===== src/rtl/fetch_pkg.sv =====
// Shared types and constants for the fetch stage.
package fetch_pkg;

  localparam int unsigned FETCH_AWIDTH = 32;
  localparam int unsigned FETCH_DWIDTH = 32;
  localparam int unsigned FETCH_DEPTH  = 4;
  localparam int unsigned INSN_BYTES   = 4;

  // Clears the byte-offset bits of a fetch address.
  localparam logic [FETCH_AWIDTH-1:0] PC_ALIGN_MASK = ~FETCH_AWIDTH'(INSN_BYTES - 1);

  // One buffered fetch: instruction plus the PC it was read from.
  typedef struct packed {
    logic [FETCH_AWIDTH-1:0] pc;
    logic [FETCH_DWIDTH-1:0] insn;
  } fetch_entry_t;

endpackage


===== src/rtl/fetch_fifo.sv =====
// Prefetch buffer: DEPTH-entry circular FIFO with flush, count and head view.
module fetch_fifo
  import fetch_pkg::*;
#(
  parameter int unsigned DEPTH   = FETCH_DEPTH,
  parameter type         entry_t = fetch_entry_t
) (
  input  logic                       clk,
  input  logic                       rst,
  input  logic                       i_push,
  input  logic                       i_pop,
  input  logic                       i_flush,
  input  entry_t                     i_din,
  output logic [$clog2(DEPTH):0]     o_count,
  output entry_t                     o_head_c
);

  localparam int unsigned PW = $clog2(DEPTH);
  localparam int unsigned CW = PW + 1;

  entry_t          r_mem [DEPTH];
  logic [PW-1:0]   r_wptr;
  logic [PW-1:0]   r_rptr;
  logic [CW-1:0]   r_count;
  logic            w_full;
  logic            w_empty;
  logic            w_push;
  logic            w_pop;

  assign w_full   = (r_count == CW'(DEPTH));
  assign w_empty  = (r_count == '0);
  assign w_push   = i_push && !i_flush;
  assign w_pop    = i_pop && !i_flush && !w_empty;
  assign o_count  = r_count;
  assign o_head_c = r_mem[r_rptr];

  // Pointer and occupancy tracking; flush empties the buffer in one edge.
  always_ff @(posedge clk or posedge rst) begin
    if (rst) begin
      r_wptr  <= '0;
      r_rptr  <= '0;
      r_count <= '0;
    end else if (i_flush) begin
      r_wptr  <= '0;
      r_rptr  <= '0;
      r_count <= '0;
    end else begin
      if (w_push) r_wptr <= r_wptr + PW'(1);
      if (w_pop)  r_rptr <= r_rptr + PW'(1);
      case ({w_push, w_pop})
        2'b10:   r_count <= r_count + CW'(1);
        2'b01:   r_count <= r_count - CW'(1);
        default: r_count <= r_count;
      endcase
    end
  end

  // Entry storage; contents need no reset because count gates visibility.
  always_ff @(posedge clk) begin
    if (w_push) r_mem[r_wptr] <= i_din;
  end

  // The issue credit rule upstream must never let a push land on a full buffer.
  a_no_overflow: assert property (@(posedge clk) disable iff (rst) !(w_push && w_full));

endmodule


===== src/rtl/fetch_prefetch.sv =====
// Fetch stage: PC sequencer, credit-based memory issue and prefetch buffer
// with valid/ready toward decode and redirect flush.
module fetch_prefetch
  import fetch_pkg::*;
#(
  parameter int unsigned       DWIDTH   = FETCH_DWIDTH,
  parameter int unsigned       AWIDTH   = FETCH_AWIDTH,
  parameter logic [AWIDTH-1:0] BASEADDR = AWIDTH'(32'h0100_0000),
  parameter int unsigned       DEPTH    = FETCH_DEPTH
) (
  input  logic              clk,
  input  logic              rst,
  input  logic              redirect_i,
  input  logic [AWIDTH-1:0] redirect_pc_i,
  output logic [AWIDTH-1:0] imem_addr_o,
  output logic              imem_read_en_o,
  input  logic [DWIDTH-1:0] imem_data_i,
  output logic              insn_valid_o,
  input  logic              insn_ready_i,
  output logic [AWIDTH-1:0] pc_o,
  output logic [DWIDTH-1:0] insn_o
);

  localparam int unsigned CW = $clog2(DEPTH) + 1;

  typedef struct packed {
    logic [AWIDTH-1:0] pc;
    logic [DWIDTH-1:0] insn;
  } entry_t;

  logic [AWIDTH-1:0] r_fpc;
  logic [AWIDTH-1:0] r_rsp_pc;
  logic              r_rsp_pend;
  logic [CW-1:0]     w_count;
  logic              w_valid;
  logic              w_issue;
  logic              w_push;
  logic              w_pop;
  entry_t            w_push_entry;
  entry_t            w_head;

  // Issue only when buffered plus in-flight entries leave room; a same-cycle
  // pop is deliberately not credited so ready never reaches read_en.
  assign w_valid      = (w_count != '0);
  assign w_issue      = !rst && !redirect_i && ((w_count + CW'(r_rsp_pend)) < CW'(DEPTH));
  assign w_push       = r_rsp_pend && !redirect_i;
  assign w_pop        = w_valid && insn_ready_i && !redirect_i;
  assign w_push_entry = '{pc: r_rsp_pc, insn: imem_data_i};

  assign imem_addr_o    = r_fpc;
  assign imem_read_en_o = w_issue;
  assign insn_valid_o   = w_valid;
  assign pc_o           = w_valid ? w_head.pc   : '0;
  assign insn_o         = w_valid ? w_head.insn : '0;

  // Fetch PC and outstanding-response tracking; redirect overrides everything.
  always_ff @(posedge clk or posedge rst) begin
    if (rst) begin
      r_fpc      <= BASEADDR;
      r_rsp_pend <= 1'b0;
      r_rsp_pc   <= '0;
    end else if (redirect_i) begin
      r_fpc      <= redirect_pc_i & ~AWIDTH'(INSN_BYTES - 1);
      r_rsp_pend <= 1'b0;
    end else if (w_issue) begin
      r_fpc      <= r_fpc + AWIDTH'(INSN_BYTES);
      r_rsp_pend <= 1'b1;
      r_rsp_pc   <= r_fpc;
    end else begin
      r_rsp_pend <= 1'b0;
    end
  end

  fetch_fifo #(
    .DEPTH   (DEPTH),
    .entry_t (entry_t)
  ) u_fifo (
    .clk      (clk),
    .rst      (rst),
    .i_push   (w_push),
    .i_pop    (w_pop),
    .i_flush  (redirect_i),
    .i_din    (w_push_entry),
    .o_count  (w_count),
    .o_head_c (w_head)
  );

endmodule


===== config.mk =====
export PLATFORM = sky130hd
export DESIGN_NAME = fetch_prefetch
export DESIGN_NICKNAME = d
export VERILOG_FILES = /design/src/rtl/fetch_pkg.sv /design/src/rtl/fetch_fifo.sv /design/src/rtl/fetch_prefetch.sv
export SDC_FILE = /design/constraint.sdc
export NUM_CORES = 1
export LEC_CHECK = 0
export ABC_AREA = 1
export CORE_UTILIZATION = 56
export CTS_CLUSTER_DIAMETER = 60
export DETAILED_ROUTE_END_ITERATION = 10
export PLACE_DENSITY = 0.76
export RECOVER_POWER = 25
export SLEW_MARGIN = 15
export SYNTH_ARGS = -nofsm -noshare
export SYNTH_HDL_FRONTEND = slang
export SYNTH_HIERARCHICAL = 1
export SYNTH_SLANG_ARGS = --single-unit
export TNS_END_PERCENT = 20

===== constraint.sdc =====
create_clock -name clk -period 4.3 [get_ports clk]
set_input_delay 0.645 -clock clk [delete_from_list [all_inputs] [get_ports clk]]
set_output_delay 0.645 -clock clk [all_outputs]
set_load 0.005 [all_outputs]

==> results of run 1 <==
## worst paths after layout
check	start	end	slack, ns
worst max register to register	u_fifo/o_count[0]$_DFFE_PP0P_	u_fifo/o_count[2]$_DFFE_PP0P_	1.74
max in group asynchronous	rst	imem_addr_o[22]$_DFFE_PP0P_	2.86
worst min-delay path	r_rsp_pc[22]$_DFFE_PP0P_	u_fifo/r_mem[1][54]$_DFFE_PP_	0.51
worst max-delay path	u_fifo/r_rptr[0]$_DFFE_PP0P_	pc_o[28]	0.59
worst min register to register	r_rsp_pc[22]$_DFFE_PP0P_	u_fifo/r_mem[1][54]$_DFFE_PP_	0.51
min in group asynchronous	rst	u_fifo/o_count[2]$_DFFE_PP0P_	0.57
## kinds of logic after synthesis
family	Yosys count	share of synthesized area (%)
AND/OR/NAND/NOR	509	15.2
other	1	0.0270
buffers and inverters	205	6.62
adder cells (fa/ha/maj)	6	0.594
XOR/XNOR	3	0.189
AO/OA/AOI/OAI	251	9.76
flip-flops	324	67.6
## cells in the mapped netlist (all sizes together)
library cell  count  area (um^2)
o211ai            7         52.6
xor2              1         8.76
xnor2             2         17.5
clkbuf           26         97.6
a21oi             8         40.0
nand4            10         62.6
conb              1         3.75
nand3            55          293
inv             136          513
o21a              1         7.51
and2              1         6.26
nor2            247          973
edfxtp          256         7690
dfrtp            67         1680
o21ai           171          856
dfstp             1         26.3
buf              43          309
nand3b            3         22.5
o22ai            64          400
nand2           188          736
nor3              5         25.0
fa                1         20.0
ha                5         62.6
## worst max-delay path: stages (launching register included)
cell	delay (ns)
dfrtp_4	0.65
inv_4	0.43
buf_12	0.29
o21ai_0	0.13
o22ai_1	0.29
inv_1	0.08
nor2_1	0.11
clkdlybuf4s50_1	0.50
## state kept, by name, indices dropped and copies added (netlist names)
register        count
u_fifo/r_mem      256
r_rsp_pc           30
r_rsp_pend          1
u_fifo/r_wptr       2
u_fifo/r_rptr       2
u_fifo/o_count      3
imem_addr_o        30
## layout make-up
| type | instances | share of cell area [%] |
|---|---|---|
| Sequential cell | 324 | 55.6 |
| Multi-Input combinational cell | 779 | 21.7 |
| Timing Repair Buffer | 180 | 10.8 |
| Clock buffer | 38 | 4.99 |
| Inverter | 136 | 3.04 |
| Tap cell | 324 | 2.40 |
| Clock inverter | 20 | 1.52 |
## routing by layer
layer | up-vias | track usage [%]
li1 | 4718 | -
met1 | 4695 | 32.8
met2 | 368 | 39.6
met3 | 58 | 3.23
met4 | 0 | 8.04
met5 | - | 0
## where the power goes
group	switching (mW)	total, mW	internal, mW
logic	0.819	1.59	0.774
registers	0.273	3.95	3.68
clock network	1.15	2.85	1.70
total	2.24	8.40	6.16
==> results.yml, run 1 <==
outcome:
  status: "finished, final reports clean"
clocking:
  cts_buffers: 31
  clk_path_buf_depth: 3
  worstSkewPairLatency_ns: 0.56
  cts_setup_buffers: 0
  hold_buffers: 0
  clkTransAtPathRegs_ns: 0.06
  h-tree-depth: 1
  cts-root-buf: "clkbuf_16"
  cts.sinks: 324
  cts_tree: "built"
  cts_resized: 0
global_route:
  grt_pass1_vias: 9631
  grt_overflow: 0
  grt.total_usage_pct: 23.9
  grt_pass1_wl_um: 48500
  grt_max_degree: 65
  antenna_found_initial: 0
logic_synthesis:
  yosysSeqAreaShare_pct: 67.6
  yosys_warnings: 6
  synth_seq_cells: 324
  syn_area_per_cell_um2: 10.7
  yosysUniqueCellTypes: 35
  synth.cell_area_um2: 13900
  postSynthCellCount: 1299
placement:
  dpl.hpwl_um: 18100
  gp_congestion: 0.901
  dpl.cell_count: 1743
  dp_slack_ns: 1.17
  dpl-instance-area_um2: 15800
  portBuffers: 161
cells_and_area:
  antenna_cells: 0
  final_cell_count_no_fill: 1801
  final_core_util_pct: 69.4
  mostFrequentLayoutCells: "edfxtp_1 (256), nor2_1 (232), nand2_1 (180)"
  multi_input_area_um2: 3660
  fin_nets: 1526
  fin_area_um2: 16900
  areaGrowthSynthToFinish_pct: 21.5
  drive_above_1_share_pct: 7.52
  mostFrequentLayoutCell: "edfxtp_1"
  fill_cells: 1725
  regArea_um2: 9400
route:
  routed-wl-met2_um: 14600
  highest_layer: "met4"
  drtIter0Drc: 713
  vias: 9839
  drt_pass1_iterations: 5
  routedWlPerCell_um: 16.7
  wl_um: 30000
  wl_met1_um: 12800
  postRouteAntennaNets: 0
  viasPerCell: 5.46
  wl_met3_um: 1820
  post-route-drc-count: 0
timing:
  max_slew.worst_pin.slew_ns: 0.940
  setup_violations: 0
  fmax_ghz: 0.270
  relSlewSlack_pct: 37.4
  hold_violations: 0
  drv_slew: 0
  timing.final.crit_share_pct: 86.2
  fin_crit_ns: 3.71
  finalSetupTns_ns: 0
  hold_slack_ns: 0.506
  fin_ws_ns: 0.592
  finClkSkew_ns: 0.0194
  rsz0062_at_grt: "no"
critical_path:
  critPathMaxFanout: 47
  crit_arrival_ns: 3.06
  critPathKind: "reg -> out"
  critPathLaunchType: "flip-flop"
  crit_path_end_kind: "primary output"
  reg2reg_depth: 14
  crit_required_ns: 3.65
power_and_ir_drop:
  peakVddDrop_v: 0.000286
  leakagePower_nw: 6.58
  finalPower_mw: 8.40
  p_per_area_nw_per_um2: 497
die:
  floorplan.initialDensity_pct: 57.1
  die_w_um: 160
  core_um2: 24300
  row_count: 57
  die_h_um: 160
  die-area_um2: 25400
  io-pin-count: 166
min_path:
  hp-class: "reg -> reg"
  min_path_cells: 0
flow_run:
  max-cap-violations: 0
Power figures use the tool's default switching activity.
==> run 2, diff against run 1 <==
HOLD_SLACK_MARGIN = 0.1   (was default)
==> results of run 2 <==
Same layout as run 1: the final DEF is identical, and so are final timing and power.
